File: config.mk
export PLATFORM = sky130hd
export DESIGN_NAME = multicycle_controller
export DESIGN_NICKNAME = d
export VERILOG_FILES = /design/src/rtl/multicycle_controller.sv
export SDC_FILE = /design/constraint.sdc
export NUM_CORES = 1
export LEC_CHECK = 0
export ABC_AREA = 0
export BUFFER_PORTS_ARGS = -buffer_cell sky130_fd_sc_hd__buf_4
export CORE_MARGIN = 2
export CORE_UTILIZATION = 45
export CTS_BUF_LIST = sky130_fd_sc_hd__clkbuf_8
export DETAILED_ROUTE_END_ITERATION = 6
export HOLD_SLACK_MARGIN = 0.02
export MAX_ROUTING_LAYER = met4
export PLACE_DENSITY = 0.79
export SLEW_MARGIN = 20
export SYNTH_ARGS = -nofsm -noshare
export SYNTH_HDL_FRONTEND = slang
export SYNTH_SLANG_ARGS = --single-unit
File: constraint.sdc
create_clock -name clk -period 1.7 [get_ports clk]
set_clock_uncertainty 0.1 [all_clocks]
set_input_delay 0.34 -clock clk [delete_from_list [all_inputs] [get_ports clk]]
set_output_delay 0.34 -clock clk [all_outputs]
set_load 0.02 [all_outputs]
File: src/rtl/multicycle_controller.sv
// -----------------------------------------------------------------------------
// multicycle_controller
//
// Moore FSM control unit for the 16-bit multicycle datapath. It sequences
// fetch, decode, execute, memory and writeback. It drives every datapath
// enable and mux select, including the ALU operation and operand selects.
// It stalls on memory accesses until mem_ready is seen.
//
// Ports:
//   clk        rising-edge clock
//   rst        synchronous, active-high reset
//   opcode     IR[15:12], valid from ID onward
//   func       IR[2:0], R-type ALU function
//   zero       ALU zero flag, valid in the same cycle as alu_op
//   mem_ready  memory has completed the access this cycle
//   pc_write   PC load enable (includes the BRZ conditional term)
//   ir_write   IR load enable
//   i_or_d     memory address select: 0 = PC, 1 = IR[11:0]
//   mem_read   memory read strobe
//   mem_write  memory write strobe
//   reg_dst    write register select: 1 = rd, 0 = rt
//   mem_to_reg register write data select: 1 = MDR, 0 = ALUOut
//   reg_write  register file write enable
//   alu_src_a  ALU A select: 0 = PC, 1 = register A
//   alu_src_b  ALU B select: 00 = B, 01 = const 1, 10 = sext IR[8:0]
//   alu_op     000 zero, 001 add, 010 sub, 011 and, 100 or, 101 not B
//   pc_src     00 = ALU result, 01 = ALUOut, 10 = jump target
//   state      current state (debug)
// -----------------------------------------------------------------------------
module multicycle_controller #(
    parameter int STATE_W = 4
) (
    input  logic               clk,
    input  logic               rst,
    input  logic [3:0]         opcode,
    input  logic [2:0]         func,
    input  logic               zero,
    input  logic               mem_ready,
    output logic               pc_write,
    output logic               ir_write,
    output logic               i_or_d,
    output logic               mem_read,
    output logic               mem_write,
    output logic               reg_dst,
    output logic               mem_to_reg,
    output logic               reg_write,
    output logic               alu_src_a,
    output logic [1:0]         alu_src_b,
    output logic [2:0]         alu_op,
    output logic [1:0]         pc_src,
    output logic [STATE_W-1:0] state
);

    typedef enum logic [STATE_W-1:0] {
        ST_IF     = STATE_W'(0),
        ST_ID     = STATE_W'(1),
        ST_MEM_RD = STATE_W'(2),
        ST_LD_WB  = STATE_W'(3),
        ST_MEM_WR = STATE_W'(4),
        ST_JMP    = STATE_W'(5),
        ST_BRZ    = STATE_W'(6),
        ST_EX_R   = STATE_W'(7),
        ST_WB_R   = STATE_W'(8),
        ST_EX_I   = STATE_W'(9),
        ST_WB_I   = STATE_W'(10)
    } state_t;

    // ALU operation encodings
    localparam logic [2:0] ALU_ZERO = 3'b000;
    localparam logic [2:0] ALU_ADD  = 3'b001;
    localparam logic [2:0] ALU_SUB  = 3'b010;

    // ALU operand B selects
    localparam logic [1:0] SRCB_REG  = 2'b00;
    localparam logic [1:0] SRCB_ONE  = 2'b01;
    localparam logic [1:0] SRCB_IMM  = 2'b10;

    // PC source selects
    localparam logic [1:0] PCSRC_ALU  = 2'b00;
    localparam logic [1:0] PCSRC_OUT  = 2'b01;
    localparam logic [1:0] PCSRC_JUMP = 2'b10;

    state_t state_q;
    state_t state_d;

    // -------------------------------------------------------------------------
    // State register
    // -------------------------------------------------------------------------
    always_ff @(posedge clk) begin
        if (rst) begin
            state_q <= ST_IF;
        end else begin
            state_q <= state_d;
        end
    end

    assign state = state_q;

    // -------------------------------------------------------------------------
    // Next-state and output decode
    // -------------------------------------------------------------------------
    always_comb begin
        state_d    = state_q;
        pc_write   = 1'b0;
        ir_write   = 1'b0;
        i_or_d     = 1'b0;
        mem_read   = 1'b0;
        mem_write  = 1'b0;
        reg_dst    = 1'b0;
        mem_to_reg = 1'b0;
        reg_write  = 1'b0;
        alu_src_a  = 1'b0;
        alu_src_b  = SRCB_REG;
        alu_op     = ALU_ZERO;
        pc_src     = PCSRC_ALU;

        case (state_q)
            ST_IF: begin
                // PC + 1 is computed every fetch cycle; it and the IR are only
                // captured once memory delivers the instruction.
                mem_read  = 1'b1;
                i_or_d    = 1'b0;
                alu_src_a = 1'b0;
                alu_src_b = SRCB_ONE;
                alu_op    = ALU_ADD;
                pc_src    = PCSRC_ALU;
                ir_write  = mem_ready;
                pc_write  = mem_ready;
                if (mem_ready) begin
                    state_d = ST_ID;
                end
            end

            ST_ID: begin
                // Branch target PC + sext(IR[8:0]) lands in ALUOut for BRZ.
                alu_src_a = 1'b0;
                alu_src_b = SRCB_IMM;
                alu_op    = ALU_ADD;
                casez (opcode)
                    4'b0000: state_d = ST_MEM_RD;
                    4'b0001: state_d = ST_MEM_WR;
                    4'b0010: state_d = ST_JMP;
                    4'b0100: state_d = ST_BRZ;
                    4'b1000: state_d = ST_EX_R;
                    4'b11??: state_d = ST_EX_I;
                    default: state_d = ST_IF;
                endcase
            end

            ST_MEM_RD: begin
                mem_read = 1'b1;
                i_or_d   = 1'b1;
                if (mem_ready) begin
                    state_d = ST_LD_WB;
                end
            end

            ST_LD_WB: begin
                reg_write  = 1'b1;
                mem_to_reg = 1'b1;
                reg_dst    = 1'b0;
                state_d    = ST_IF;
            end

            ST_MEM_WR: begin
                mem_write = 1'b1;
                i_or_d    = 1'b1;
                if (mem_ready) begin
                    state_d = ST_IF;
                end
            end

            ST_JMP: begin
                pc_src   = PCSRC_JUMP;
                pc_write = 1'b1;
                state_d  = ST_IF;
            end

            ST_BRZ: begin
                alu_src_a = 1'b1;
                alu_src_b = SRCB_REG;
                alu_op    = ALU_SUB;
                pc_src    = PCSRC_OUT;
                pc_write  = zero;
                state_d   = ST_IF;
            end

            ST_EX_R: begin
                alu_src_a = 1'b1;
                alu_src_b = SRCB_REG;
                // Undefined functions fall back to the zero op; the writeback
                // still happens and stores 0.
                if ((func >= 3'd1) && (func <= 3'd5)) begin
                    alu_op = func;
                end else begin
                    alu_op = ALU_ZERO;
                end
                state_d = ST_WB_R;
            end

            ST_WB_R: begin
                reg_write  = 1'b1;
                reg_dst    = 1'b1;
                mem_to_reg = 1'b0;
                state_d    = ST_IF;
            end

            ST_EX_I: begin
                alu_src_a = 1'b1;
                alu_src_b = SRCB_IMM;
                // ADDI/SUBI/ANDI/ORI map onto add/sub/and/or in order.
                alu_op    = {1'b0, opcode[1:0]} + 3'd1;
                state_d   = ST_WB_I;
            end

            ST_WB_I: begin
                reg_write  = 1'b1;
                reg_dst    = 1'b0;
                mem_to_reg = 1'b0;
                state_d    = ST_IF;
            end

            default: begin
                state_d = ST_IF;
            end
        endcase

        // Reset silences every strobe in the same cycle, so a write in
        // progress is dropped before the state register returns to IF.
        if (rst) begin
            pc_write   = 1'b0;
            ir_write   = 1'b0;
            i_or_d     = 1'b0;
            mem_read   = 1'b0;
            mem_write  = 1'b0;
            reg_dst    = 1'b0;
            mem_to_reg = 1'b0;
            reg_write  = 1'b0;
            alu_src_a  = 1'b0;
            alu_src_b  = SRCB_REG;
            alu_op     = ALU_ZERO;
            pc_src     = PCSRC_ALU;
        end
    end

endmodule

==> flow_summary.toml, run 1 <==
[synth]
yosys.area.top_type = "dfxtp_1"
yosysWarnings = 0
synth-edff-count = 0
synth-seq-cells = 4
synth_ff_type = "dfxtp_1"
syn_area_per_cell_um2 = 7.77
async_reset_ff_share_pct = 0
synth_area_leaders = "dfxtp_1 (13%), ha_1 (8.0%), a211oi_2 (6.0%)"
ys_seq_area_share_pct = 12.7
netlist_area_um2 = 629
netlist-cell-type-count = 40
post_synth_inst_count = 81
syn_nets = 96
yosysTopAreaCellShare_pct = 12.7

[run_status]
status = "stopped before the end"
error_line = "[ERROR DPL-0038] Utilization greater than 100%, impossible to legalize"
haltStage = "global routing"

[floorplanning]
die_h_um = 41.4
io_pins = 31
fp.dieW_um = 41.4
initial_core_util_pct = 48.4
num_rows = 13

[clock_tree]
cts_buffers = 3
cts_root_buffer = "clkbuf_8"
clock-sinks = 4
htree_levels = 1
clk_path_buf_depth = 2

[placed_design]
dpl.hpwl_um = 1430
place_ws_ps = -99.0
post-place-cells = 136
dpl_cell_area_um2 = 997
portBuffers = 30
gp_congestion = 0.829

[grt]
grt_start_max_net_pins = 11

[sta]
worstEndpointType = "top-level output"
crit_endpoint = "alu_op[1]"
-- per-stage QoR --
| stage | TNS (ps) | hold slack, ps |
|---|---|---|
| 2_1_floorplan | -49.4 | 404 |
| 3_3_place_gp | -84.0 | 492 |
| 3_5_place_dp | -117 | 495 |
| 4_1_cts | -761 | 321 |
-- logic make-up after synthesis --
family / Yosys count / share of synthesized area [%]
AO/OA/AOI/OAI: 20 / 24.5
XOR/XNOR: 1 / 1.39
adder cells (fa/ha/maj): 4 / 7.95
buffers and inverters: 9 / 7.75
flip-flops: 4 / 12.7
AND/OR/NAND/NOR: 43 / 45.7
-- timing repair --
action                     4_1_cts
setup endpoints to repair       12
buffers inserted                10
hold buffers                     0
gates resized for setup         27
gates cloned                     1
pin swaps                       15
hold endpoints to repair         0
==> run 2, diff against run 1 <==
- CORE_AREA: default -> 2 2 63 65
- CORE_MARGIN: 2 -> default
- CORE_UTILIZATION: 45 -> default
- CTS_BUF_LIST: sky130_fd_sc_hd__clkbuf_8 -> default
- DIE_AREA: default -> 0 0 65 67
- HOLD_SLACK_MARGIN: 0.02 -> default
- MAX_ROUTING_LAYER: met4 -> default
- PLACE_DENSITY: 0.79 -> default
- PLACE_DENSITY_LB_ADDON: default -> 0.15
==> flow_summary.toml, run 2 <==
[run_status]
status = "finished with violations"
failed_checks = "negative setup slack"

[detailed_routing]
drt-initial-drc-count = 18
first_pass_iters = 4
vias_per_cell = 4.27
routed_wl_um = 2080
wire_per_inst_um = 11.4
drc_errors = 0
vias = 778
ant_nets = 0

[critical_path]
startpoint_type = "flip-flop"
cp_max_fo = 6
crit_arrival_ps = 1380
cp.required_ps = 1260
critPathCaptureType = "output pin"
worstSetupPathType = "reg2out"

[floorplanning]
io_pins = 31
die_h_um = 67
fp.dieW_um = 65
initial_core_util_pct = 17.5
core_area_um2 = 3610
die_area_um2 = 4360
num_rows = 22

[power_and_ir_drop]
pwr_density_cell_nw_per_um2 = 437
leakagePower_uw = 0.000548
ir_worst_vdd_mv = 0.243

[sta]
relSlewSlack_pct = 83.0
fin_tns_setup_ps = -454
fmax_mhz = 549
tightest_slew_ps = 253
finalSetupViolCount = 7
post-route-period-util_pct = 107
drv_slew = 0
hold_violations = 0
setup_slack_ps = -122
rsz0062_at_grt = "yes"
post-route-min-period_ps = 1820

[clock_tree]
clk_path_buf_depth = 2
hold_buffers = 0
htree_levels = 1
cts_root_buffer = "clkbuf_8"
cts_tree = "built"
cts_buffers = 3
path_clk_slew_ps = 40
clock-sinks = 4
insertion_delay_ps = 220

[placed_design]
dpl_cell_area_um2 = 1060
gp_congestion = 0.805
dpl.hpwl_um = 1680
post-place-cells = 172
place_ws_ps = -94.0
portBuffers = 30

[cells_and_area]
drive_gt1_share_pct = 64.9
nFillCells = 394
antenna_cells = 0
finalNonFillerCells = 182
final_cell_mix = "buf_4 (47), buf_6 (8)"
seqCellArea_um2 = 95.1
fin_nets = 150
multi_input_area_um2 = 593
largest_reg_flops = 4
final_area_um2 = 1250
syn_to_final_growth_pct = 98.2
mostFrequentLayoutCell = "buf_4"

[synth]
synth_area_leaders = "dfxtp_1 (13%), ha_1 (8.0%), a211oi_2 (6.0%)"
netlist-cell-type-count = 40
yosys.area.top_type = "dfxtp_1"
yosysTopAreaCellShare_pct = 12.7
synth-edff-count = 0
ys_seq_area_share_pct = 12.7
synth_ff_type = "dfxtp_1"
syn_nets = 96
post_synth_inst_count = 81
netlist_area_um2 = 629
synth-seq-cells = 4
yosysWarnings = 0
syn_area_per_cell_um2 = 7.77
async_reset_ff_share_pct = 0

[min_path]
holdCritPathClass = "in2reg"

[grt]
grt_start_max_net_pins = 11
grtUsageTotal_pct = 9.97
grt_pass1_vias = 712
antenna_found_initial = 0
grt_pass1_wl_um = 3330
grt_overflow = 0

[job]
cap_viol_max_count = 0
[run 2: cell counts after synthesis]
Identical to the previous run, type by type.
[run 2: power breakdown]
| group | switching [uW] | internal, uW | total, uW |
|---|---|---|---|
| Combinational | 110 | 123 | 232 |
| Sequential | 8.97 | 95.3 | 104 |
| Clock | 48.5 | 160 | 208 |
| Total | 167 | 378 | 545 |
[run 2: logic make-up (layout without fill, tap and decap cells)]
kind of cell / after synthesis / in the layout / synth area share [%]
adders and majority gates: 4 / 4 / 7.95
xor gates and xnor gates: 1 / 1 / 1.39
buffers and inverters: 9 / 62 / 7.75
DFF: 4 / 4 / 12.7
and+or+nand+nor: 43 / 43 / 45.7
AOI/OAI and AO/OA: 20 / 20 / 24.5
[run 2: area by class of cell]
type	count	area share, %
sequential	4	7.62
tap	48	4.81
multi-input combinational	68	47.5
inverter	3	0.903
clock buffer	4	3.61
timing repair buffer	55	35.5
[run 2: critical path: stages, from the launching register on]
cell	delay, ps
dfxtp_4	350
or3_4	410
nor2b_4	130
a22o_1	160
buf_6	120
[run 2: what timing repair did]
action,4_1_cts,5_1_grt
setup endpoints to repair,12,13
gates resized for setup,16,8
setup buffers,4,2
cloned,0,0
pin swaps,10,4
[run 2: metrics by stage]
stage               util (%)  hold WS [ps]  power (uW)
finish                  34.6           317         545
detailed placement      29.4           453         314
floorplan                  -           404         219
CTS                     33.1           309         545
global placement        29.4           450         313
global route            34.6           334         581
[run 2: routing by layer]
| metal | share of wire (%) | routed length (um) | GRT usage [%] |
|---|---|---|---|
| met3 | 6.7 | 140 | 2.87 |
| met5 | 0 | 0 | 0 |
| met2 | 49 | 1010 | 16.1 |
| met4 | 0.87 | 18 | 3.19 |
| met1 | 44 | 908 | 12.7 |
[run 2: path summary, 6_finish.rpt]
check | startpoint | end | slack, ps | cells after the start
max | state[3]$_SDFFE_PP0P_ | pc_write | -120 | 4
min reg2reg | state[0]$_SDFFE_PP0P_ | state[3]$_SDFFE_PP0P_ | 440 | 1
max reg2reg | state[1]$_SDFFE_PP0P_ | state[0]$_SDFFE_PP0P_ | 430 | 5
min | mem_ready | state[2]$_SDFFE_PP0P_ | 320 | 4
No activity file was read; power rests on OpenSTA's default activity.
==> run 3, diff against run 2 <==
- PLACE_DENSITY_LB_ADDON: 0.15 -> default
==> flow_summary.toml, run 3 (same netlist as run 2, synthesis figures left out) <==
[floorplanning]
fp.dieW_um = 65
initial_core_util_pct = 17.5
num_rows = 22
core_area_um2 = 3610
io_pins = 31
die_area_um2 = 4360
die_h_um = 67

[placed_design]
place_ws_ps = -95.8
dpl.hpwl_um = 1680
portBuffers = 30
gp_congestion = 0.841

[sta]
finalSetupViolCount = 9
drv_slew = 0
hold_violations = 0
post-route-min-period_ps = 1840
rsz0062_at_grt = "yes"
setup_slack_ps = -143
relSlewSlack_pct = 84.4
fmax_mhz = 543
post-route-period-util_pct = 108
tightest_slew_ps = 233

[clock_tree]
cts_root_buffer = "clkbuf_8"
cts_tree = "built"
clock-sinks = 4
path_clk_slew_ps = 40
clk_path_buf_depth = 2
hold_buffers = 0
insertion_delay_ps = 220
htree_levels = 1
cts_buffers = 3

[critical_path]
cp_top_family = "simple AND/OR/NAND/NOR gates"
startpoint_type = "flip-flop"
cp_slowest_cell = "or3_4"
crit_cells = 4
critPathCaptureType = "output pin"
cp.required_ps = 1260
rr_worst_depth = 5
path_cells = "or3_4, nor2b_4, a22o_1, buf_6"
cp_num_buf_inv = 1
cp_slowest_stage_delay_ps = 420
crit_arrival_ps = 1400
worstSetupPathType = "reg2out"
cp_max_fo = 6

[job]
cap_viol_max_count = 0

[grt]
grt_overflow = 0
grt_pass1_wl_um = 3290
antenna_found_initial = 0
grt_pass1_vias = 819
grt_start_max_net_pins = 11
grtUsageTotal_pct = 9.83

[power_and_ir_drop]
ir_worst_vdd_mv = 0.203
leakagePower_uw = 0.000542
fin_total_pwr_uw = 571
pwr_density_cell_nw_per_um2 = 444

[detailed_routing]
ant_nets = 0
drt-initial-drc-count = 17
vias_per_cell = 4.41
first_pass_iters = 4
wire_per_inst_um = 12.2
vias = 793
routed_wl_um = 2200
drc_errors = 0

[run_status]
status = "finished with violations"
failed_checks = "negative setup slack"

[min_path]
holdPathStages = 3
holdCritPathClass = "in2reg"

[cells_and_area]
mostFrequentLayoutCell = "buf_4"
antenna_cells = 0
largest_reg_flops = 4
drive_gt1_share_pct = 65.2
syn_to_final_growth_pct = 104
final_cell_mix = "buf_4 (38), buf_6 (15), nand3b_1 (4), ha_1 (4), dfxtp_4 (4)"
fin_nets = 148
[run 3: timing repair]
item                                    4_1_cts  5_1_grt
pin swaps                                    12        5
setup buffers                                 5        1
hold endpoints to repair                      0        0
endpoints found under the setup margin       10       15
gates resized for setup                      21       15
[run 3: final cells by class]
cell class | count | area (um^2)
Clock buffer | 4 | 45.0
Inverter | 3 | 11.3
Timing Repair Buffer | 53 | 454
Sequential cell | 4 | 95.1
Tap cell | 48 | 60.1
Multi-Input combinational cell | 68 | 619
Fill cell | 372 | 2320
[run 3: tightest hold or removal path, delay by kind of cell]
kind | cells | cell delay (ps)
simple gates | 1 | 80
compound gates | 1 | 60
buf+inv | 1 | 130
[run 3: metal layers]
metal / vias to the layer above / share of wire, % / global-route usage [%]
li1: 394 / - / -
met1: 372 / 39 / 10.5
met2: 27 / 54 / 16.9
met3: 0 / 7.2 / 4.39
met4: 0 / 0 / 3.99
met5: - / 0 / 0
[run 3: worst paths after layout]
check                                            from                     to  slack, ps
worst max-delay path            state[3]$_SDFFE_PP0P_               pc_write       -140
worst min-delay path                        mem_ready  state[0]$_SDFFE_PP0P_        340
worst min register to register  state[3]$_SDFFE_PP0P_  state[0]$_SDFFE_PP0P_        540
worst max register to register  state[1]$_SDFFE_PP0P_  state[2]$_SDFFE_PP0P_        340
[run 3: power by group]
group,internal (uW),total [uW],switching [uW]
clock,161,214,53.5
combinational,134,253,118
sequential,95.3,104,8.91
total,390,571,181
[run 3: metrics by stage]
step | hold slack, ps | TNS (ps) | utilization, % | cells | area [um^2]
2_1_floorplan | 404 | -49.4 | - | 81 | 671
3_3_place_gp | 502 | -161 | 29.0 | 170 | 1050
3_5_place_dp | 507 | -204 | 29.0 | 170 | 1050
4_1_cts | 331 | -714 | 33.9 | 179 | 1220
5_1_grt | 350 | -1250 | 35.6 | 180 | 1280
6_report | 335 | -625 | 35.6 | 180 | 1280
